--- src/rtl/mac_pkg.sv ---
// Shared types and the requantise helper for the mac_bank writeback paths.
package mac_pkg;

    localparam int POX_DEF = 3;
    localparam int IDXW    = $clog2(POX_DEF);

    typedef enum logic {IDLE, SEND} drain_st_e;

    // Arithmetic shift, optional ReLU, then saturate to a signed odw-bit range.
    // Works at 64 bits so any result width up to 64 fits after sign extension.
    function automatic logic signed [63:0] sat_shift(input logic signed [63:0] v,
                                                     input int unsigned shift,
                                                     input bit relu,
                                                     input int unsigned odw);
        logic signed [63:0] s;
        logic signed [63:0] hi;
        logic signed [63:0] lo;
        s = v >>> shift;
        if (relu && s < 0) s = '0;
        hi = (64'sd1 <<< (odw - 1)) - 64'sd1;
        lo = -hi - 64'sd1;
        if (s > hi) s = hi;
        else if (s < lo) s = lo;
        return s;
    endfunction

endpackage

--- src/rtl/mac_result_drain_if.sv ---
// Bank-result capture side and requantised output stream of mac_result_drain.
interface mac_result_drain_if #(
    parameter int DW   = 32,
    parameter int POX  = 3,
    parameter int ODW  = 16,
    parameter int IDXW = 2
);
    logic [DW-1:0]   result [POX];
    logic            cnt_c  [POX];
    logic [ODW-1:0]  out_data;
    logic [IDXW-1:0] out_idx;
    logic            out_last;
    logic            out_valid;
    logic            out_ready;
    logic            bank_stall;
    logic            err_align;
    logic            err_ovf;

    // A beat transfers on a rising edge where out_valid && out_ready; once
    // raised, out_valid and its data/idx/last hold until that transfer.
    modport master (
        output result, cnt_c, out_ready,
        input  out_data, out_idx, out_last, out_valid, bank_stall, err_align, err_ovf
    );

    modport slave (
        input  result, cnt_c, out_ready,
        output out_data, out_idx, out_last, out_valid, bank_stall, err_align, err_ovf
    );
endinterface

--- src/rtl/mac_frame_fifo.sv ---
// Two-entry FIFO of whole result frames; push and pop may share a cycle.
module mac_frame_fifo #(
    parameter int W = 96
) (
    input  logic         clk,
    input  logic         rst,
    input  logic         push,
    input  logic         pop,
    input  logic [W-1:0] wr_data,
    output logic [W-1:0] rd_data,
    output logic [1:0]   count
);

    logic [W-1:0] mem [2];
    logic         wr_ptr;
    logic         rd_ptr;

    always_ff @(posedge clk) begin
        if (rst) begin
            wr_ptr <= 1'b0;
            rd_ptr <= 1'b0;
            count  <= 2'd0;
        end else begin
            if (push) begin
                mem[wr_ptr] <= wr_data;
                wr_ptr      <= ~wr_ptr;
            end
            if (pop) rd_ptr <= ~rd_ptr;
            count <= count + {1'b0, push} - {1'b0, pop};
        end
    end

    assign rd_data = mem[rd_ptr];

endmodule

--- src/rtl/mac_result_drain.sv ---
// Captures mac_bank lane results, requantises them and streams one lane per beat.
module mac_result_drain
    import mac_pkg::*;
#(
    parameter int DW    = 32,
    parameter int POX   = 3,
    parameter int ODW   = 16,
    parameter int SHIFT = 4,
    parameter int RELU  = 0
) (
    input  logic      clk,
    input  logic      rst,
    mac_result_drain_if.slave bus,
    output drain_st_e dbg_state
);

    localparam int IW = (POX > 1) ? $clog2(POX) : 1;
    localparam int FW = POX * DW;

    logic [FW-1:0]  wr_frame;
    logic [FW-1:0]  rd_frame;
    logic [DW-1:0]  lane [POX];
    logic [DW-1:0]  lane_sel;
    logic [ODW-1:0] out_word;
    logic [1:0]     count;
    logic [1:0]     count_nx;
    logic           any_c;
    logic           cap;
    logic           push;
    logic           pop;

    drain_st_e      st;
    logic [IW-1:0]  idx_q;
    logic           valid_q;
    logic           last_q;
    logic           stall_q;
    logic           err_align_q;
    logic           err_ovf_q;

    always_comb begin
        any_c    = 1'b0;
        cap      = 1'b1;
        wr_frame = '0;
        for (int i = 0; i < POX; i++) begin
            any_c = any_c | bus.cnt_c[i];
            cap   = cap & bus.cnt_c[i];
            wr_frame[i*DW +: DW] = bus.result[i];
        end
    end

    always_comb begin
        for (int i = 0; i < POX; i++) lane[i] = rd_frame[i*DW +: DW];
    end

    // A final-beat pop frees the slot a same-cycle capture needs when full.
    assign pop      = (st == SEND) && bus.out_ready && (idx_q == IW'(POX - 1));
    assign push     = cap && ((count != 2'd2) || pop);
    assign count_nx = count + {1'b0, push} - {1'b0, pop};

    mac_frame_fifo #(.W(FW)) u_fifo (
        .clk     (clk),
        .rst     (rst),
        .push    (push),
        .pop     (pop),
        .wr_data (wr_frame),
        .rd_data (rd_frame),
        .count   (count)
    );

    assign lane_sel = lane[idx_q];
    assign out_word = ODW'(sat_shift(64'($signed(lane_sel)), SHIFT, RELU != 0, ODW));

    always_ff @(posedge clk) begin
        if (rst) begin
            st          <= IDLE;
            idx_q       <= '0;
            valid_q     <= 1'b0;
            last_q      <= 1'b0;
            stall_q     <= 1'b0;
            err_align_q <= 1'b0;
            err_ovf_q   <= 1'b0;
        end else begin
            stall_q <= (count_nx == 2'd2);
            if (any_c && !cap) err_align_q <= 1'b1;
            if (cap && !push)  err_ovf_q   <= 1'b1;
            case (st)
                IDLE: begin
                    if (count != 2'd0) begin
                        st      <= SEND;
                        valid_q <= 1'b1;
                        idx_q   <= '0;
                        last_q  <= (POX == 1);
                    end
                end
                SEND: begin
                    if (bus.out_ready) begin
                        if (idx_q == IW'(POX - 1)) begin
                            idx_q  <= '0;
                            last_q <= (POX == 1) && (count_nx != 2'd0);
                            if (count_nx == 2'd0) begin
                                st      <= IDLE;
                                valid_q <= 1'b0;
                            end
                        end else begin
                            idx_q  <= idx_q + 1'b1;
                            last_q <= ((idx_q + 1'b1) == IW'(POX - 1));
                        end
                    end
                end
                default: st <= IDLE;
            endcase
        end
    end

    assign bus.out_data   = valid_q ? out_word : '0;
    assign bus.out_idx    = idx_q;
    assign bus.out_last   = last_q;
    assign bus.out_valid  = valid_q;
    assign bus.bank_stall = stall_q;
    assign bus.err_align  = err_align_q;
    assign bus.err_ovf    = err_ovf_q;
    assign dbg_state      = st;

endmodule

--- src/flat_wrapper.sv ---
// flat-port wrapper written by rule: the top's interface ports become plain ports
module mac_result_drain_flat import mac_pkg::*;
#(
    parameter int DW    = 32,
    parameter int POX   = 3,
    parameter int ODW   = 16,
    parameter int SHIFT = 4,
    parameter int RELU  = 0
)
  (clk, rst, dbg_state, bus_result, bus_cnt_c, bus_out_ready, bus_out_data, bus_out_idx, bus_out_last, bus_out_valid, bus_bank_stall, bus_err_align, bus_err_ovf);
  mac_result_drain_if #(.DW(DW), .POX(POX), .ODW(ODW), .IDXW(2)) bus_i ();
  input  logic clk;
  input  logic rst;
  output drain_st_e dbg_state;
  input wire logic [$bits(bus_i.result)-1:0] bus_result;
  input wire logic [$bits(bus_i.cnt_c)-1:0] bus_cnt_c;
  input wire logic [$bits(bus_i.out_ready)-1:0] bus_out_ready;
  output wire logic [$bits(bus_i.out_data)-1:0] bus_out_data;
  output wire logic [$bits(bus_i.out_idx)-1:0] bus_out_idx;
  output wire logic [$bits(bus_i.out_last)-1:0] bus_out_last;
  output wire logic [$bits(bus_i.out_valid)-1:0] bus_out_valid;
  output wire logic [$bits(bus_i.bank_stall)-1:0] bus_bank_stall;
  output wire logic [$bits(bus_i.err_align)-1:0] bus_err_align;
  output wire logic [$bits(bus_i.err_ovf)-1:0] bus_err_ovf;
  assign bus_i.result = {>>{bus_result}};
  assign bus_i.cnt_c = {>>{bus_cnt_c}};
  assign bus_i.out_ready = bus_out_ready;
  assign bus_out_data = bus_i.out_data;
  assign bus_out_idx = bus_i.out_idx;
  assign bus_out_last = bus_i.out_last;
  assign bus_out_valid = bus_i.out_valid;
  assign bus_bank_stall = bus_i.bank_stall;
  assign bus_err_align = bus_i.err_align;
  assign bus_err_ovf = bus_i.err_ovf;
  mac_result_drain #(.DW(DW), .POX(POX), .ODW(ODW), .SHIFT(SHIFT), .RELU(RELU)) u_core (.clk(clk), .rst(rst), .bus(bus_i), .dbg_state(dbg_state));
endmodule
--- config.mk ---
export PLATFORM = sky130hd
export DESIGN_NAME = mac_result_drain_flat
export DESIGN_NICKNAME = d
export VERILOG_FILES = /design/src/rtl/mac_pkg.sv /design/src/rtl/mac_result_drain_if.sv /design/src/rtl/mac_frame_fifo.sv /design/src/rtl/mac_result_drain.sv /design/src/flat_wrapper.sv
export SDC_FILE = /design/constraint.sdc
export NUM_CORES = 1
export LEC_CHECK = 0
export CAP_MARGIN = 20
export CORE_UTILIZATION = 50
export CTS_CLUSTER_SIZE = 12
export DETAILED_ROUTE_END_ITERATION = 6
export GPL_ROUTABILITY_DRIVEN = 0
export PLACE_DENSITY_LB_ADDON = 0.3
export SLEW_MARGIN = 15
export SYNTH_ARGS = -nofsm -noshare
export SYNTH_HDL_FRONTEND = slang
export SYNTH_SLANG_ARGS = --single-unit
--- constraint.sdc ---
create_clock -name clk -period 20.4 [get_ports clk]
set_input_delay 5.1 -clock clk [delete_from_list [all_inputs] [get_ports clk]]
set_output_delay 5.1 -clock clk [all_outputs]
set_load 0.05 [all_outputs]
==> flow_metrics.env <==
export IMPL_dieArea_um2=15400
export IMPL_drt_wl_total_um=14400
export IMPL_hold_depth=2
export IMPL_outcome="finished clean"
export IMPL_stdcell_area_um2=9290
export IMPL_synth_main_ff_cell="edfxtp_1"
export IMPL_ctsRootBufferMaster="clkbuf_16"
export IMPL_ys_ff_latch=180
export IMPL_cts_tree="done"
export IMPL_holdPathEnd="u_core.bus.err_align$_SDFFE_PP0P_"
export IMPL_largest_registers="u_core.u_fifo.mem x168, u_core.u_fifo.count x2"
export IMPL_grt_setup_unrepaired="no"
export IMPL_clk_pin_slew_ns=0.06
export IMPL_vias_per_cell=5.53
export IMPL_regMostFlops="u_core.u_fifo.mem"
export IMPL_die_h_um=124
export IMPL_cts_buffers=17
export IMPL_via_count=4130
export IMPL_max_freq_mhz=102
export IMPL_ios=126
export IMPL_hold_viol_final=0
export IMPL_yosys_warnings=0
export IMPL_synthMuxAreaShare_pct=12.0
export IMPL_irDropWorstVdd_uv=53.6
export IMPL_seqPwrFrac_pct=51.3
export IMPL_tightest_slew_ns=0.983
export IMPL_area_growth_pct=25.0
export IMPL_maxCapViolations=0
export IMPL_async_flop_share_pct=0
export IMPL_r2r_end="u_core.bus.out_valid$_SDFFE_PP0P_"
export IMPL_min_path_type="flip-flop to flip-flop"
export IMPL_grt_pass1_vias=4183
export IMPL_numPortBuffers=113
export IMPL_clockBufferDepth=2
export IMPL_synth_top_family_by_area="multiplexers"
export IMPL_p_int_w=0.000648
export IMPL_synth_compound_area_share_pct=5.35
export IMPL_place_area_um2=8670
export IMPL_min_period_over_period_pct=48.1
export IMPL_rows=44
export IMPL_combPwrFrac_pct=6.0
export IMPL_cp_arrival_ns=4.71
export IMPL_ant_nets=0
export IMPL_relSlewSlack_pct=34.4
export IMPL_cts_sinks=180
export IMPL_drtIter0Drc=318
export IMPL_yosys_top_cells_area="edfxtp_1 (68%), mux2i_1 (4.6%), mux4_2 (4.2%), dfxtp_1 (3.2%), nor3_2 (2.7%)"
export IMPL_cp_max_fo=34
export IMPL_critPathRequiredTime_ns=15.30
export IMPL_setup_viol=0
export IMPL_synthXorXnorAreaFrac_pct=0.471
export IMPL_worst_skew_pair_late_latency_ns=0.42
export IMPL_drv_slew=0
export IMPL_antenna_found_initial=0
export IMPL_startpoint_type="flip-flop"
export IMPL_rrSetupSlack_ns=17.25
export IMPL_syn_area_um2=7430
export IMPL_ys_types=49
export IMPL_firstDrtPassIters=4
export IMPL_coreArea_um2=14500
export IMPL_n_antenna_cell=0
export IMPL_dpl_hpwl_um=9170
export IMPL_avgSynthCellArea_um2=17.0
export IMPL_synth_edf_count=168
export IMPL_synthSimpleGateAreaFrac_pct=7.30
export IMPL_p_leak_nw=2.95
export IMPL_synth_top_area_share_pct=67.9
export IMPL_hp_start="u_core.bus.err_align$_SDFFE_PP0P_"
export IMPL_final_nets=655
export IMPL_fin_crit_ns=9.81
export IMPL_synth_cells=437
export IMPL_seq_area_frac_synth_pct=71.1
export IMPL_setup_tns_ns=0
export IMPL_synthAdderAreaFrac_pct=0.337
export IMPL_start_util_pct=51.2
export IMPL_rr_worst_depth=11
export IMPL_htree_levels=4
export IMPL_switching_share_pct=19.3
export IMPL_largest_register_ffs=168
export IMPL_power_density_nw_per_um2=86.4
export IMPL_p_sw_w=0.000155
export IMPL_yosysTopAreaCell="edfxtp_1"
export IMPL_cts_hold_buf=0
export IMPL_die_w_um=124
export IMPL_crit_type="flip-flop to output port"
export IMPL_layout_drive_gt1_share_pct=17.4
export IMPL_cts_resized=0
export IMPL_drt_wirelength_per_cell_um=19.3
export IMPL_syn_nets=541
export IMPL_grt_util_all_layers_pct=19.6
export IMPL_grt_max_degree=44
export IMPL_fillCellCount=1103
export IMPL_post_cts_buffers=0
export IMPL_drc=0
export IMPL_clkPwrFrac_pct=42.7
export IMPL_reg2reg_from="u_core.bus.out_idx[0]$_SDFFE_PP0P_"
export IMPL_grt_ovfl_total=0
export IMPL_grt_pass1_wl_um=21700
export IMPL_endpoint_kind="output port"
export IMPL_skew_ns=0.00724
==> how the worst max path moves through the flow <==
stage                                             startpoint                                 end  slack [ns]  cells past startpoint
after floorplan                                bus_out_ready  u_core.u_fifo.mem[1][10]$_DFFE_PP_        8.14                      4
after global placement    u_core.bus.out_idx[0]$_SDFFE_PP0P_                     bus_out_data[2]       11.02                      7
after detailed placement  u_core.bus.out_idx[0]$_SDFFE_PP0P_                     bus_out_data[1]       10.98                      7
after CTS                 u_core.bus.out_idx[0]$_SDFFE_PP0P_                     bus_out_data[1]       10.51                      7
after global routing      u_core.bus.out_idx[0]$_SDFFE_PP0P_                     bus_out_data[1]       10.36                      7
final                     u_core.bus.out_idx[0]$_SDFFE_PP0P_                     bus_out_data[1]       10.59                      7
==> cell type report <==
cell class / count / area, µm² / share of cell area (%)
Multi-Input combinational cell: 215 / 1900 / 20.5
Timing Repair Buffer: 120 / 1180 / 12.7
Clock inverter: 12 / 186 / 2.01
Sequential cell: 180 / 5290 / 56.9
Clock buffer: 19 / 433 / 4.66
Inverter: 17 / 63.8 / 0.687
Tap cell: 184 / 230 / 2.48
==> per-layer routing <==
metal / vias up / global-route usage [%] / wire length [µm] / part of all wire (%)
li1: 1948 / - / - / -
met1: 2049 / 25.9 / 6420 / 45
met2: 119 / 31.5 / 7100 / 49
met3: 14 / 4.90 / 755 / 5.2
met4: 0 / 7.51 / 142 / 0.98
met5: - / 0 / 0 / 0
==> power by group through the flow <==
stage               Combinational, W  Sequential (W)  Clock (W)
finish                     0.0000480        0.000412   0.000343
global placement           0.0000467        0.000420          0
detailed placement         0.0000480        0.000420          0
global route               0.0000510        0.000412   0.000363
CTS                        0.0000482        0.000412   0.000348
floorplan                  0.0000197        0.000421          0
==> cell usage in the layout (no fill, tap or decap), drive strengths merged, types with 2 or more instances in the layout <==
| master | instances |
|---|---|
| edfxtp | 168 |
| clkdlybuf4s50 | 113 |
| mux2i | 34 |
| nor3 | 33 |
| mux2 | 20 |
| nor2 | 19 |
| clkbuf | 19 |
| o22ai | 18 |
| inv | 17 |
| o21ai | 17 |
| mux4 | 14 |
| dfxtp | 12 |
| a21oi | 10 |
| buf | 7 |
| clkinv | 6 |
| nand2b | 5 |
| nand2 | 5 |
| bufinv | 5 |
| a222oi | 4 |
| nor2b | 3 |
| nand3 | 3 |
| and3 | 2 |
| nor4b | 2 |
| nand4 | 2 |
| xnor2 | 2 |
| xor2 | 2 |
| o31ai | 2 |
| a32oi | 2 |
| ha | 2 |
==> Yosys cell counts, types with 3 or more instances <==
cell	instances
a21oi_1	9
a222oi_1	4
buf_12	3
buf_2	7
buf_4	5
buf_6	3
clkbuf_1	7
dfxtp_1	12
edfxtp_1	168
inv_1	17
mux2_2	16
mux2_4	3
mux2i_1	34
mux4_2	14
nand2_1	5
nand2b_1	5
nand3_1	3
nor2_1	19
nor2b_1	3
nor3_1	13
nor3_2	20
o21ai_0	15
o22ai_1	17
==> metrics by stage <==
stage	total power [W]	setup slack [ns]	util (%)	hold WS (ns)	cells
after floorplan	0.000441	8.14	-	0.481	437
after global placement	0.000466	11.02	59.7	0.451	716
after detailed placement	0.000468	10.98	59.7	0.471	716
after CTS	0.000808	10.51	63.9	0.486	747
after global routing	0.000826	10.36	63.9	0.511	747
final	0.000803	10.59	63.9	0.478	747
==> cell families (layout without fill, tap and decap cells) <==
kind of cell / Yosys count / count (layout)
xor gates and xnor gates: 4 / 4
buffers and inverters: 42 / 168
DFF: 180 / 180
and+or+nand+nor: 80 / 80
muxes: 68 / 68
AOI/OAI and AO/OA: 61 / 61
adders and majority gates: 2 / 2
==> critical path: stages, from the launching register on <==
cell	delay, ns
dfxtp_2	0.91
nor2b_1	0.79
a222oi_1	0.31
a2111oi_0	0.45
and4bb_1	0.32
a21oi_2	0.26
nor3_1	0.36
clkdlybuf4s50_1	0.86
(Power assumes the default switching activity.)
==> RTL edit 1, RTL diff (config.mk and constraints unchanged) <==
`DW` is set to 32 in 3 places; all go to 48.
--- a/src/rtl/mac_result_drain_if.sv
+++ b/src/rtl/mac_result_drain_if.sv
@@ -1,6 +1,6 @@
 // Bank-result capture side and requantised output stream of mac_result_drain.
 interface mac_result_drain_if #(
-    parameter int DW   = 32,
+    parameter int DW   = 48,
     parameter int POX  = 3,
     parameter int ODW  = 16,
     parameter int IDXW = 2
--- a/src/rtl/mac_result_drain.sv
+++ b/src/rtl/mac_result_drain.sv
@@ -2,7 +2,7 @@
 module mac_result_drain
     import mac_pkg::*;
 #(
-    parameter int DW    = 32,
+    parameter int DW    = 48,
     parameter int POX   = 3,
     parameter int ODW   = 16,
     parameter int SHIFT = 4,
--- a/src/flat_wrapper.sv
+++ b/src/flat_wrapper.sv
@@ -1,7 +1,7 @@
 // flat-port wrapper written by rule: the top's interface ports become plain ports
 module mac_result_drain_flat import mac_pkg::*;
 #(
-    parameter int DW    = 32,
+    parameter int DW    = 48,
     parameter int POX   = 3,
     parameter int ODW   = 16,
     parameter int SHIFT = 4,
Interface: changed (resized bus_result); port bits go from 126 to 174. No check against the original RTL was run, so the function may have changed too.
==> RTL edit 1 against the original RTL <==
- combinational power up 49%
- sequential cell count up 96
- wire length up 56%
- setup slack worse by 0.43 ns
- synthesized area up 47%
- global-route usage up 0.55 points
- synthesized cell count up 49%
- design area up 46%
- total power up 43%
==> RTL edit 1: results (changes against the original RTL) <==
Parameter                              Value

Finish
  Register cell area after layout ... 0.008173 mm^2 (was 0.005290 mm^2)
  Multi-input gate area ... 0.002540 mm^2 (was 0.001903 mm^2)
  Final Net Count ... 967 (was 655)
  Final std cell area, no fill ... 0.01354 mm^2 (was 0.009290 mm^2)
  Fraction of final layout cells sized beyond drive strength 1 ... 10.72% (was 17.41%)
  Number of inserted filler cells in the final layout ... 1,558 (was 1,103)
  Non-Clock Buffer Count ... 171 (was 120)
  Clock tree buffer count of the final layout ... 38 (was 19)
  Signal inverters ... 3 (was 17)
  Largest regs ... u_core.u_fifo.mem x264, u_core.u_fifo.count x2 (was u_core.u_fifo.mem x168, u_core.u_fifo.count x2)

Setup path
  CP max FO ... 65 (was 34)
  Destination of the critical timing path ... bus_out_data[2] (was bus_out_data[1])
  Cell class contributing the biggest share of worst-path delay ... buffers and inverters (was simple AND/OR/NAND/NOR gates)
  R2R Path End ... u_core.u_fifo.mem[1][122] (was u_core.bus.out_valid)
  Largest stage delay on the critical path ... 0.82 ns (was 0.91 ns)

Pwr
  Max IR drop VDD ... 0.06294 mV (was 0.05359 mV)
  Reported leakage power ... 4.164 nW (was 2.952 nW)
  Fraction of power spent switching nets ... 19.81% (was 19.29%)

Run status
  Outcome ... completed (unchanged)

Synthesis
  Number of cells produced by synthesis ... 651 (was 437)
  Proportion of synthesized chip area in sequential cells ... 74.73% (was 71.09%)
  Largest cells by area after synthesis ... edfxtp_1 73%, mux2i_1 7.1%, mux2_2 2.6%, dfxtp_1 2.2%, o21ai_0 1.5% (was edfxtp_1 68%, mux2i_1 4.6%, mux4_2 4.2%, dfxtp_1 3.2%, nor3_2 2.7%)
  Syn_nets ... 803 (was 541)
  Number of flops mapped to enable cells by yosys ... 264 (was 168)

Global routing
  Number of global-route vias before repair ... 6,599 (was 4,183)
  Pin count of the biggest net entering global routing ... 72 (was 44)
  Global-route wire length before repair ... 34,240 um (was 21,720 um)

STA
  Setup clock skew after layout ... 0.01339 ns (was 0.007241 ns)

Route
  Number of optimization iterations in the first detailed-route pass ... 5 (was 4)
  Total wire length ... 22,510 um (was 14,420 um)

Placed design
  Pre-CTS setup slack ... 10.64 ns (was 10.98 ns)
  Cell area after placement ... 0.01275 mm^2 (was 0.008671 mm^2)

CTS
  Maximum level of the CTS H-tree ... 1 (was 4)
  Max clock buf depth ... 3 (was 2)
-- RTL edit 1: cell count changes in the layout (fill, tap and decap cells not counted), sizes merged, moves of 14 or more --
cell           unedited run  this run
mux2i                    34        78
nor3                     33         6
clkbuf                   19        38
nand2                     5        38
edfxtp                  168       264
clkdlybuf4s50           113       161
o21ai                    17        49
inv                      17         3
o211ai                    1        16
-- RTL edit 1: metal layers --
layer | vias to the layer above | part of all wire [%] | GRT usage, %
li1 | 2891 | - | -
met1 | 3040 | 41 | 25.56
met2 | 202 | 50 | 35.07
met3 | 51 | 5.6 | 3.232
met4 | 2 | 2.8 | 7.172
met5 | - | 0.076 | 0
-- RTL edit 1: cell families after synthesis --
logic type / synth area share [%]
xor gates and xnor gates: 0.3206
AOI/OAI and AO/OA: 7.418
DFF: 74.73
and+or+nand+nor: 4.373
adders and majority gates: 0.2289
buffers and inverters: 2.244
muxes: 10.68
==> RTL edit 2, RTL diff (same flow settings) <==
Made on the original files. Put one more register stage on the output `dbg_state`. The value now appears one clock later. The other outputs are not delayed to match.
--- a/src/rtl/mac_result_drain.sv
+++ b/src/rtl/mac_result_drain.sv
@@ -119,7 +119,9 @@
     assign bus.bank_stall = stall_q;
     assign bus.err_align  = err_align_q;
     assign bus.err_ovf    = err_ovf_q;
-    assign dbg_state      = st;
+    always_ff @(posedge clk) begin
+        dbg_state <= st;
+    end
 
 endmodule
 
Formal check against the unedited RTL: not equivalent (Yosys sat finds a counterexample within 4 cycles, from zero or initial values and one cycle with rst high).
==> RTL edit 2 against the original RTL <==
- setup slack worse by 0.11 ns
- clock power shrank 14%
- design area shrank 0.77%
- synthesized area increased by 0.27%
- first-iteration DRC count increased by 15%
- global-route usage is 0.43 points higher
- wire length is 1.1% higher
- sequential cell count rose by 1
- register-to-register slack got worse by 0.55 ns
- total power down 5.6%
==> RTL edit 2: results (changes against the original RTL) <==
Parameter                              Value

Run status
  Outcome ... completed (unchanged)

Setup path
  Number of cells on the worst reg-to-reg path ... 7 (was 11)
  Setup slack, reg-to-reg ... 16.70 ns (was 17.25 ns)
  Arrival time of the worst setup path ... 4.83 ns (was 4.71 ns)

Pwr
  Reported leakage power ... 2.911 nW (was 2.952 nW)
  Max IR drop VDD ... 0.05248 mV (was 0.05359 mV)

Global routing
  Pin count of the biggest net entering global routing ... 57 (was 44)
  Number of global-route vias before repair ... 4,405 (was 4,183)
  Overall Global Routing Usage ... 20.06% (was 19.63%)

STA
  Final clock period utilization by the worst path ... 48.66% (was 48.11%)
  Setup clock skew after layout ... 0.007886 ns (was 0.007241 ns)
  Worst rel slew slack ... 33.98% (was 34.44%)

Route
  Vias post-DR ... 4,210 (was 4,130)
  Number of DRC violations after detailed-routing iteration 0 ... 365 (was 318)
  Routed length per placed instance ... 19.46 um (was 19.30 um)
  Total wire length ... 14,570 um (was 14,420 um)

Placed design
  Pre-CTS setup slack ... 10.91 ns (was 10.98 ns)
  Total placed cells including tap cells ... 717 (was 716)
  Number of I/O port buffers ... 113 (unchanged)
  Half-perimeter wire length after detailed placement ... 9303 um (was 9175 um)

Synthesis
  Xor-xnor portion of the synthesized cell area ... 0.4700% (was 0.4712%)
  Number of cells produced by synthesis ... 438 (was 437)
  Syn_nets ... 542 (was 541)
  Largest cells by area after synthesis ... edfxtp_1 68%, mux2i_1 4.6%, mux4_2 4.2%, dfxtp_1 3.5%, nor3_2 2.7% (was edfxtp_1 68%, mux2i_1 4.6%, mux4_2 4.2%, dfxtp_1 3.2%, nor3_2 2.7%)
  Area fraction in compound gates after synthesis ... 5.337% (was 5.352%)
  Proportion of synthesized chip area in sequential cells ... 71.16% (was 71.09%)
  Post-synthesis share of cell area spent on full adders, half adders and majority gates ... 0.3357% (was 0.3366%)
  Number of flops mapped to enable cells by yosys ... 168 (unchanged)
  Cell variety after synth ... 49 (unchanged)
  Mux cell area share after synthesis ... 11.97% (was 12.00%)

Finish
  Number of inserted filler cells in the final layout ... 1,056 (was 1,103)
  Fraction of final layout cells sized beyond drive strength 1 ... 17.52% (was 17.41%)
  Final Net Count ... 656 (was 655)

Hold path
  Worst hold path depth ... 0 (was 2)

CTS
  Clk Tree Root Cell ... clkbuf_16 (unchanged)
==> RTL edit 2: cell types whose count changed after synthesis <==
cell / before / now
dfxtp_1: 12 / 13
==> RTL edit 2: routing by layer <==
layer	GRT usage [%]	vias up	wire, um
li1	-	1950	-
met1	24.72	2110	6157
met2	33.22	122	7406
met3	4.625	28	590
met4	9.896	0	420
met5	0	-	0
==> RTL edit 2: cell type report <==
cell class                 instances  area, um^2  share of cell area, %
sequential                       181        5310                  57.60
multi-input combinational        215        1903                  20.64
timing repair buffer             120        1184                  12.84
clock buffer                      22       444.2                  4.818
tap                              184       230.2                  2.497
clock inverter                    10       83.83                 0.9093
inverter                          17       63.81                 0.6922
==> RTL edit 2: metrics by stage <==
stage | hold WS (ns) | instance area, um^2 | utilization, % | power, mW
finish | 0.4543 | 9219 | 63.43 | 0.7576
global route | 0.4705 | 9219 | 63.43 | 0.7822
CTS | 0.4529 | 9219 | 63.43 | 0.7649
detailed placement | 0.4470 | 8691 | 59.80 | 0.4703
global placement | 0.4364 | 8691 | 59.80 | 0.4684
floorplan | 0.4114 | 7455 | - | 0.4428
==> RTL edit 2: critical path, cell delays in order (launching register included) <==
cell,delay [ns]
dfxtp_2,0.93
nor2b_1,0.87
a222oi_1,0.36
a2111oi_0,0.39
and4bb_1,0.33
a21oi_2,0.26
nor3_1,0.36
clkdlybuf4s50_1,0.87
==> RTL edit 2: where the power goes <==
part / internal (mW) / switching (mW)
combinational: 0.0248 / 0.0233
sequential: 0.411 / 0.00368
clock: 0.166 / 0.129
==> RTL edit 2: final timing paths <==
path                               from                       end
setup / recovery  u_core.bus.out_idx[0]           bus_out_data[0]
hold reg to reg               u_core.st          u_core.dbg_state
hold / removal                u_core.st          u_core.dbg_state
setup reg to reg    u_core.bus.out_last  u_core.u_fifo.mem[1][86]
